**src/rtl/result_mem_if_pkg.sv**
```systemverilog
// ============================================================================
// Module : result_mem_if_pkg
// Brief  : Shared state encoding and sizing constants for the result writer.
// Rev    : 1.0
// ============================================================================
`default_nettype none

package result_mem_if_pkg;

    localparam int ACC_W_DEF  = 16;
    localparam int N_MACS_DEF = 4;
    localparam int WORD_BYTES = N_MACS_DEF * ACC_W_DEF / 8;

    typedef enum logic [1:0] {
        ST_IDLE    = 2'd0,
        ST_COLLECT = 2'd1,
        ST_WRITE   = 2'd2,
        ST_DONE    = 2'd3
    } state_t;

endpackage

`default_nettype wire

```
**src/rtl/result_lane_buf.sv**
```systemverilog
// ============================================================================
// Module : result_lane_buf
// Brief  : Per-lane hold register and arrival flag, with optional ReLU.
// Rev    : 1.0
// ============================================================================
`default_nettype none

module result_lane_buf
    import result_mem_if_pkg::*;
#(
    parameter int ACC_W   = ACC_W_DEF,
    parameter int RELU_EN = 0
) (
    input  logic                    clk,
    input  logic                    rst,
    input  logic                    clear_i,
    input  logic                    capture_i,
    input  logic signed [ACC_W-1:0] acc_i,
    output logic        [ACC_W-1:0] hold_o,
    output logic        [ACC_W-1:0] hold_d_o,
    output logic                    flag_o,
    output logic                    flag_d_o,
    output logic                    overrun_o
);

    logic [ACC_W-1:0] hold_q;
    logic [ACC_W-1:0] hold_d;
    logic             flag_q;
    logic             flag_d;
    logic [ACC_W-1:0] w_val;

    always_comb begin
        w_val = acc_i;
        if (RELU_EN != 0 && acc_i[ACC_W-1]) begin
            w_val = '0;
        end
        hold_d = capture_i ? w_val : hold_q;
        // A fresh arrival must survive the row-complete clear in the same cycle.
        flag_d = capture_i | (flag_q & ~clear_i);
    end

    always_ff @(posedge clk) begin
        if (rst) begin
            hold_q <= '0;
            flag_q <= 1'b0;
        end else begin
            hold_q <= hold_d;
            flag_q <= flag_d;
        end
    end

    assign hold_o    = hold_q;
    assign hold_d_o  = hold_d;
    assign flag_o    = flag_q;
    assign flag_d_o  = flag_d;
    assign overrun_o = capture_i & flag_q & ~clear_i;

endmodule

`default_nettype wire

```
**src/rtl/result_mem_if.sv**
```systemverilog
// ============================================================================
// Module : result_mem_if
// Brief  : Gathers staggered MAC lane results into rows and writes them to BRAM.
// Rev    : 1.0
// ============================================================================
`default_nettype none

module result_mem_if
    import result_mem_if_pkg::*;
#(
    parameter int ACC_W       = ACC_W_DEF,
    parameter int N_MACS      = N_MACS_DEF,
    parameter int BRAM_ADDR_W = 11,
    parameter int RELU_EN     = 0
) (
    input  logic                           clk,
    input  logic                           rst,
    input  logic                           start,
    input  logic [BRAM_ADDR_W-1:0]         base_addr,
    input  logic [7:0]                     num_rows,
    input  logic signed [ACC_W-1:0]        acc_in_0,
    input  logic signed [ACC_W-1:0]        acc_in_1,
    input  logic signed [ACC_W-1:0]        acc_in_2,
    input  logic signed [ACC_W-1:0]        acc_in_3,
    input  logic [N_MACS-1:0]              valid_in,
    output logic                           bram_en,
    output logic [N_MACS*ACC_W/8-1:0]      bram_we,
    output logic [BRAM_ADDR_W-1:0]         bram_addr,
    output logic [N_MACS*ACC_W-1:0]        bram_din,
    output logic                           busy,
    output logic                           done,
    output logic                           overrun
);

    localparam logic [BRAM_ADDR_W-1:0] ADDR_STEP = BRAM_ADDR_W'(N_MACS * ACC_W / 8);

    state_t                   state_q;
    logic [BRAM_ADDR_W-1:0]   addr_q;
    logic [7:0]               num_rows_q;
    logic [7:0]               row_cnt_q;

    logic signed [ACC_W-1:0]  w_acc    [N_MACS];
    logic [ACC_W-1:0]         w_hold   [N_MACS];
    logic [ACC_W-1:0]         w_hold_d [N_MACS];
    logic [N_MACS-1:0]        w_flag;
    logic [N_MACS-1:0]        w_flag_d;
    logic [N_MACS-1:0]        w_ovr;
    logic [N_MACS-1:0]        w_capture;
    logic                     w_clear;
    logic                     w_start_ok;
    logic                     w_collecting;
    logic [N_MACS*ACC_W-1:0]  w_din_d;

    assign w_acc[0] = acc_in_0;
    assign w_acc[1] = acc_in_1;
    assign w_acc[2] = acc_in_2;
    assign w_acc[3] = acc_in_3;

    assign w_start_ok   = start && (state_q == ST_IDLE);
    assign w_collecting = (state_q == ST_COLLECT) || (state_q == ST_WRITE);
    assign w_capture    = valid_in & {N_MACS{w_collecting}};
    assign w_clear      = (state_q == ST_WRITE) || w_start_ok;

    generate
        for (genvar i = 0; i < N_MACS; i++) begin : g_lane
            result_lane_buf #(
                .ACC_W   (ACC_W),
                .RELU_EN (RELU_EN)
            ) u_lane (
                .clk       (clk),
                .rst       (rst),
                .clear_i   (w_clear),
                .capture_i (w_capture[i]),
                .acc_i     (w_acc[i]),
                .hold_o    (w_hold[i]),
                .hold_d_o  (w_hold_d[i]),
                .flag_o    (w_flag[i]),
                .flag_d_o  (w_flag_d[i]),
                .overrun_o (w_ovr[i])
            );
            assign w_din_d[i*ACC_W +: ACC_W] = w_hold_d[i];
        end
    endgenerate

    // The registered write word uses the post-capture hold values, so a lane
    // arriving on the completing edge lands in the row written next cycle.
    always_ff @(posedge clk) begin
        if (rst) begin
            state_q    <= ST_IDLE;
            addr_q     <= '0;
            num_rows_q <= '0;
            row_cnt_q  <= '0;
            bram_en    <= 1'b0;
            bram_we    <= '0;
            bram_addr  <= '0;
            bram_din   <= '0;
            busy       <= 1'b0;
            done       <= 1'b0;
            overrun    <= 1'b0;
        end else begin
            bram_en <= 1'b0;
            bram_we <= '0;
            done    <= 1'b0;
            case (state_q)
                ST_IDLE: begin
                    if (start) begin
                        overrun <= 1'b0;
                        if (num_rows != 8'd0) begin
                            addr_q     <= base_addr;
                            num_rows_q <= num_rows;
                            row_cnt_q  <= '0;
                            busy       <= 1'b1;
                            state_q    <= ST_COLLECT;
                        end else begin
                            done    <= 1'b1;
                            state_q <= ST_DONE;
                        end
                    end
                end
                ST_COLLECT: begin
                    if (|w_ovr) begin
                        overrun <= 1'b1;
                    end
                    if (&w_flag_d) begin
                        bram_en   <= 1'b1;
                        bram_we   <= '1;
                        bram_addr <= addr_q;
                        bram_din  <= w_din_d;
                        state_q   <= ST_WRITE;
                    end
                end
                ST_WRITE: begin
                    addr_q    <= addr_q + ADDR_STEP;
                    row_cnt_q <= row_cnt_q + 8'd1;
                    if (row_cnt_q + 8'd1 == num_rows_q) begin
                        done    <= 1'b1;
                        busy    <= 1'b0;
                        state_q <= ST_DONE;
                    end else begin
                        state_q <= ST_COLLECT;
                    end
                end
                ST_DONE: begin
                    state_q <= ST_IDLE;
                end
                default: begin
                    state_q <= ST_IDLE;
                end
            endcase
        end
    end

endmodule

`default_nettype wire

```
**config.mk**
```make
export PLATFORM = sky130hd
export DESIGN_NAME = result_mem_if
export DESIGN_NICKNAME = d
export VERILOG_FILES = /design/src/rtl/result_mem_if_pkg.sv /design/src/rtl/result_lane_buf.sv /design/src/rtl/result_mem_if.sv
export SDC_FILE = /design/constraint.sdc
export NUM_CORES = 1
export LEC_CHECK = 0
export CAP_MARGIN = 10
export CELL_PAD_IN_SITES_DETAIL_PLACEMENT = 1
export CELL_PAD_IN_SITES_GLOBAL_PLACEMENT = 1
export CORE_MARGIN = 10
export CORE_UTILIZATION = 33
export DETAILED_ROUTE_END_ITERATION = 8
export PLACE_DENSITY_LB_ADDON = 0.1
export RECOVER_POWER = 50
export SYNTH_ARGS = -nofsm -noshare
export SYNTH_HDL_FRONTEND = slang
export SYNTH_SLANG_ARGS = --single-unit
export TNS_END_PERCENT = 1
```
**constraint.sdc**
```tcl
create_clock -name clk -period 2.5 [get_ports clk]
set_input_delay 0.375 -clock clk [delete_from_list [all_inputs] [get_ports clk]]
set_output_delay 0.375 -clock clk [all_outputs]
set_load 0.05 [all_outputs]
```
==> Implementation_results.wiki <==
{| class="wikitable"
! Metric !! Value
|-
| IO buf count || 176
|-
| Post-synth EDFFs || 0
|-
| Top Family by Delay on Critical Path || buffers and inverters
|-
| Classification of the worst-slack hold path || input pin to flip-flop
|-
| Finished Cell Area || 0.00966 mm2
|-
| Post-Syn Area per Cell || 9.58 um2
|-
| Overall track demand over capacity in global routing || 15.0%
|-
| Clk_lat worst skew || 430 ps
|-
| Number of buffers inserted during clock tree synthesis || 17
|-
| Placer's final routability congestion estimate || 0.801
|-
| Sw Share || around a third
|-
| Number of warning messages in the yosys log || 0
|-
| Number of antenna violations at the first check in global routing || 0
|-
| Number of synthesized register bits || 176
|-
| Buffers from clock root to sink, at most || 2
|-
| Via count of the first global-routing pass || 6,228
|-
| Hpwl dp || around 15,000 um
|-
| Placement-stage worst setup slack || -126 ps
|-
| Area share of the largest cell type after synthesis || between 50% and 60%
|-
| Proportion of power drawn by flip-flops and latches || 40.7%
|-
| Syn Std Cell Area || just under 0.007 mm2
|-
| Power Density || 846 mW/mm2
|-
| Hold buffer count at cts || 0
|-
| Count of unresolved DRC violations after routing || 0
|-
| Unrepaired setup endpoints after global routing || yes
|-
| Final Skew || 10.5 ps
|-
| Post-Synthesis Cells || 723
|-
| Number of vias per cell after detailed routing || 4.88
|-
| Clock root buffer || clkbuf_16
|-
| Buffers and inverters on the worst path || 4
|-
| Final hold violation count || 0
|-
| Combinational power share || 27.3%
|-
| Via count || 5,755
|-
| Register area share after synthesis || 50.9%
|-
| Layout cell share with drive strength beyond 1 || between 10% and 20%
|-
| Average detailed-routed wire length per instance || 17.4 um
|-
| Non-filler instance count after layout || 1,179
|-
| Gr ovfl total || 0
|-
| Residual antenna-violating net count after detailed routing || 0
|-
| Kind of start point of the critical path || flip-flop
|-
| Area Overhead vs Synth || 39.5%
|-
| Core region area || 0.0204 mm2
|-
| Top fanout value on the critical path || 16
|-
| Clock slew at reported path FFs || 70 ps
|-
| Crit-path cells || inv_1, ha_1, buf_4, inv_1, o21ai_0, buf_4, nand2_1, or3_2, a21oi_1
|-
| Internal power || 0.00546 W
|-
| TritonCTS sink count || 176
|-
| Critical path data required time || 2860 ps
|-
| Critical-path cell with the highest stage delay || or3_2
|-
| Syn nets || 819
|-
| Die Ht || 165 um
|-
| Post-synth cell types || 53
|-
| Ant. Diodes || 0
|-
| Relative max-transition margin || 60.6%
|-
| Number of iterations in the first detailed-routing pass || 4
|-
| Max-cap violations || 0
|-
| Leakage power summed over all cells || 3.73 nW
|-
| Top post-synthesis cells by count || 176 x dfxtp_1, 146 x nor2_1, 64 x mux2i_1
|-
| Floorplan die area || 0.0272 mm2
|-
| Wire length of the first global-routing pass || around 33,000 um
|-
| Die Width || 165 um
|-
| Worst setup path class || flip-flop to flip-flop
|-
| Leading register cell type out of synthesis || dfxtp_1
|-
| Most frequent cell after synthesis || dfxtp_1
|-
| Final critical path time including I/O delays and setup || 2360 ps
|-
| H-tree levels || 4
|-
| Fraction of the cycle the final worst path needs || 94.2%
|-
| Number of top-level design ports || 177
|-
| Cell taking the most area after synthesis || dfxtp_1
|-
| Starting utilization of the core area || between 30% and 40%
|-
| WP data arrival || 2720 ps
|-
| Detailed-route wire length || roughly 20,000 um
|-
| Transition at the pin with the smallest max-transition slack || between 500 and 600 ps
|-
| Number of DRC markers after the initial detailed-route iteration || ~230
|-
| Count of placed standard cells including taps || 1,145
|-
| Maximum number of pins on one net before global-route repair || 56
|-
| Post-synthesis async set-or-reset flop share || 0%
|-
| Outcome || finished clean
|-
| Number of setup violations in the final report || 0
|-
| Nets@finish || 992
|-
| Clock share of power || 32.1%
|-
| Utilization of the core after routing || 47.3%
|-
| Pins Over Slew Limit || 0
|-
| CTS tree || done
|-
| Slowest stage delay, CP || 460 ps
|-
| Worst Slack Setup Final || 145 ps
|-
| Total net switching power || 0.00271 W
|-
| Highest achievable clock rate || 0.425 GHz
|-
| Core Rows || 52
|-
| Worst voltage drop across the vdd grid || 0.000487 V
|-
| Type of element capturing the critical path || flip-flop
|-
| Area post-placement || about 0.009 mm2
|-
| Cell types with the largest area share after synthesis || dfxtp_1 51%, mux2i_1 9.3%, nor2_1 7.9%
|}
==> worst reg2reg max path, cell delays in order, from the launching register on <==
cell     delay (ps)
dfxtp_1         320
inv_1           170
ha_1            220
buf_4           240
inv_1            90
o21ai_0         340
buf_4           210
nand2_1          90
or3_2           460
a21oi_1         150
==> logic make-up after synthesis <==
family                     Yosys count  synth area share [%]
buffers and inverters               66                  4.64
DFF                                176                  50.9
xor gates and xnor gates             8                  1.01
and+or+nand+nor                    257                  15.9
AOI/OAI and AO/OA                  145                  17.0
muxes                               65                  9.41
adders and majority gates            6                  1.08
==> layout make-up <==
class	instances	area (um2)
Sequential cell	176	3520
Inverter	9	33.8
Tap cell	270	338
Multi-Input combinational cell	481	3100
Clock buffer	18	439
Clock inverter	14	145
Fill cell	2316	10800
Timing Repair Buffer	211	2090
==> power by group through the flow <==
stage	registers, W	logic (W)	clock network [W]
after detailed placement	0.00339	0.00222	0
after global placement	0.00337	0.00211	0
after floorplan	0.00338	0.00146	0
after global routing	0.00337	0.00246	0.00283
after CTS	0.00333	0.00223	0.00269
final	0.00332	0.00223	0.00262
==> cells in the final DEF (no fill, tap or decap), types with 9 or more instances in the layout <==
| cell | count |
|---|---|
| nor2_1 | 146 |
| a21oi_1 | 33 |
| clkdlybuf4s50_1 | 175 |
| inv_1 | 9 |
| a211oi_2 | 35 |
| a211oi_1 | 36 |
| o21ai_0 | 14 |
| nand2_1 | 59 |
| mux2i_1 | 64 |
| nand3_1 | 16 |
| buf_4 | 30 |
| clkbuf_16 | 17 |
| dfxtp_1 | 175 |
==> stage by stage <==
stage	hold slack, ps	total power, W	setup TNS [ps]
global placement	446	0.00548	-861
detailed placement	450	0.00560	-3810
global route	321	0.00865	-48.9
CTS	323	0.00826	0
finish	324	0.00817	0
floorplan	432	0.00485	0
==> registers in the layout, indices dropped and copies added (netlist names) <==
register              count
addr_q                   11
bram_we                   1
overrun                   1
num_rows_q                8
g_lane.u_lane.flag_o      4
g_lane.u_lane.hold_o     64
row_cnt_q                 8
state_q                   2
bram_addr                11
bram_din                 64
done                      1
busy                      1
==> routing by layer <==
metal | vias up | track usage, % | wire (um)
li1 | 2841 | - | -
met1 | 2751 | 17.5 | 8870
met2 | 145 | 24.8 | 9700
met3 | 18 | 5.95 | 1700
met4 | 0 | 4.51 | 208
met5 | - | 0 | 0
==> worst paths after layout <==
kind | from | end | slack [ps] | cells past startpoint
max reg2reg | state_q[0] | row_cnt_q[3] | 140 | 9
min | rst | g_lane[1].u_lane.hold_o[3] | 320 | 2
max | state_q[0] | row_cnt_q[3] | 140 | 9
min reg2reg | addr_q[2] | bram_addr[2] | 450 | 2
==> what timing repair did <==
action                     in CTS  in global routing
pin swaps                       0                  1
resized for setup               1                  2
hold endpoints to repair        0                  0
setup buffers                   0                  2
setup endpoints to repair       3                 40
No activity file was read; power rests on OpenSTA's default activity.
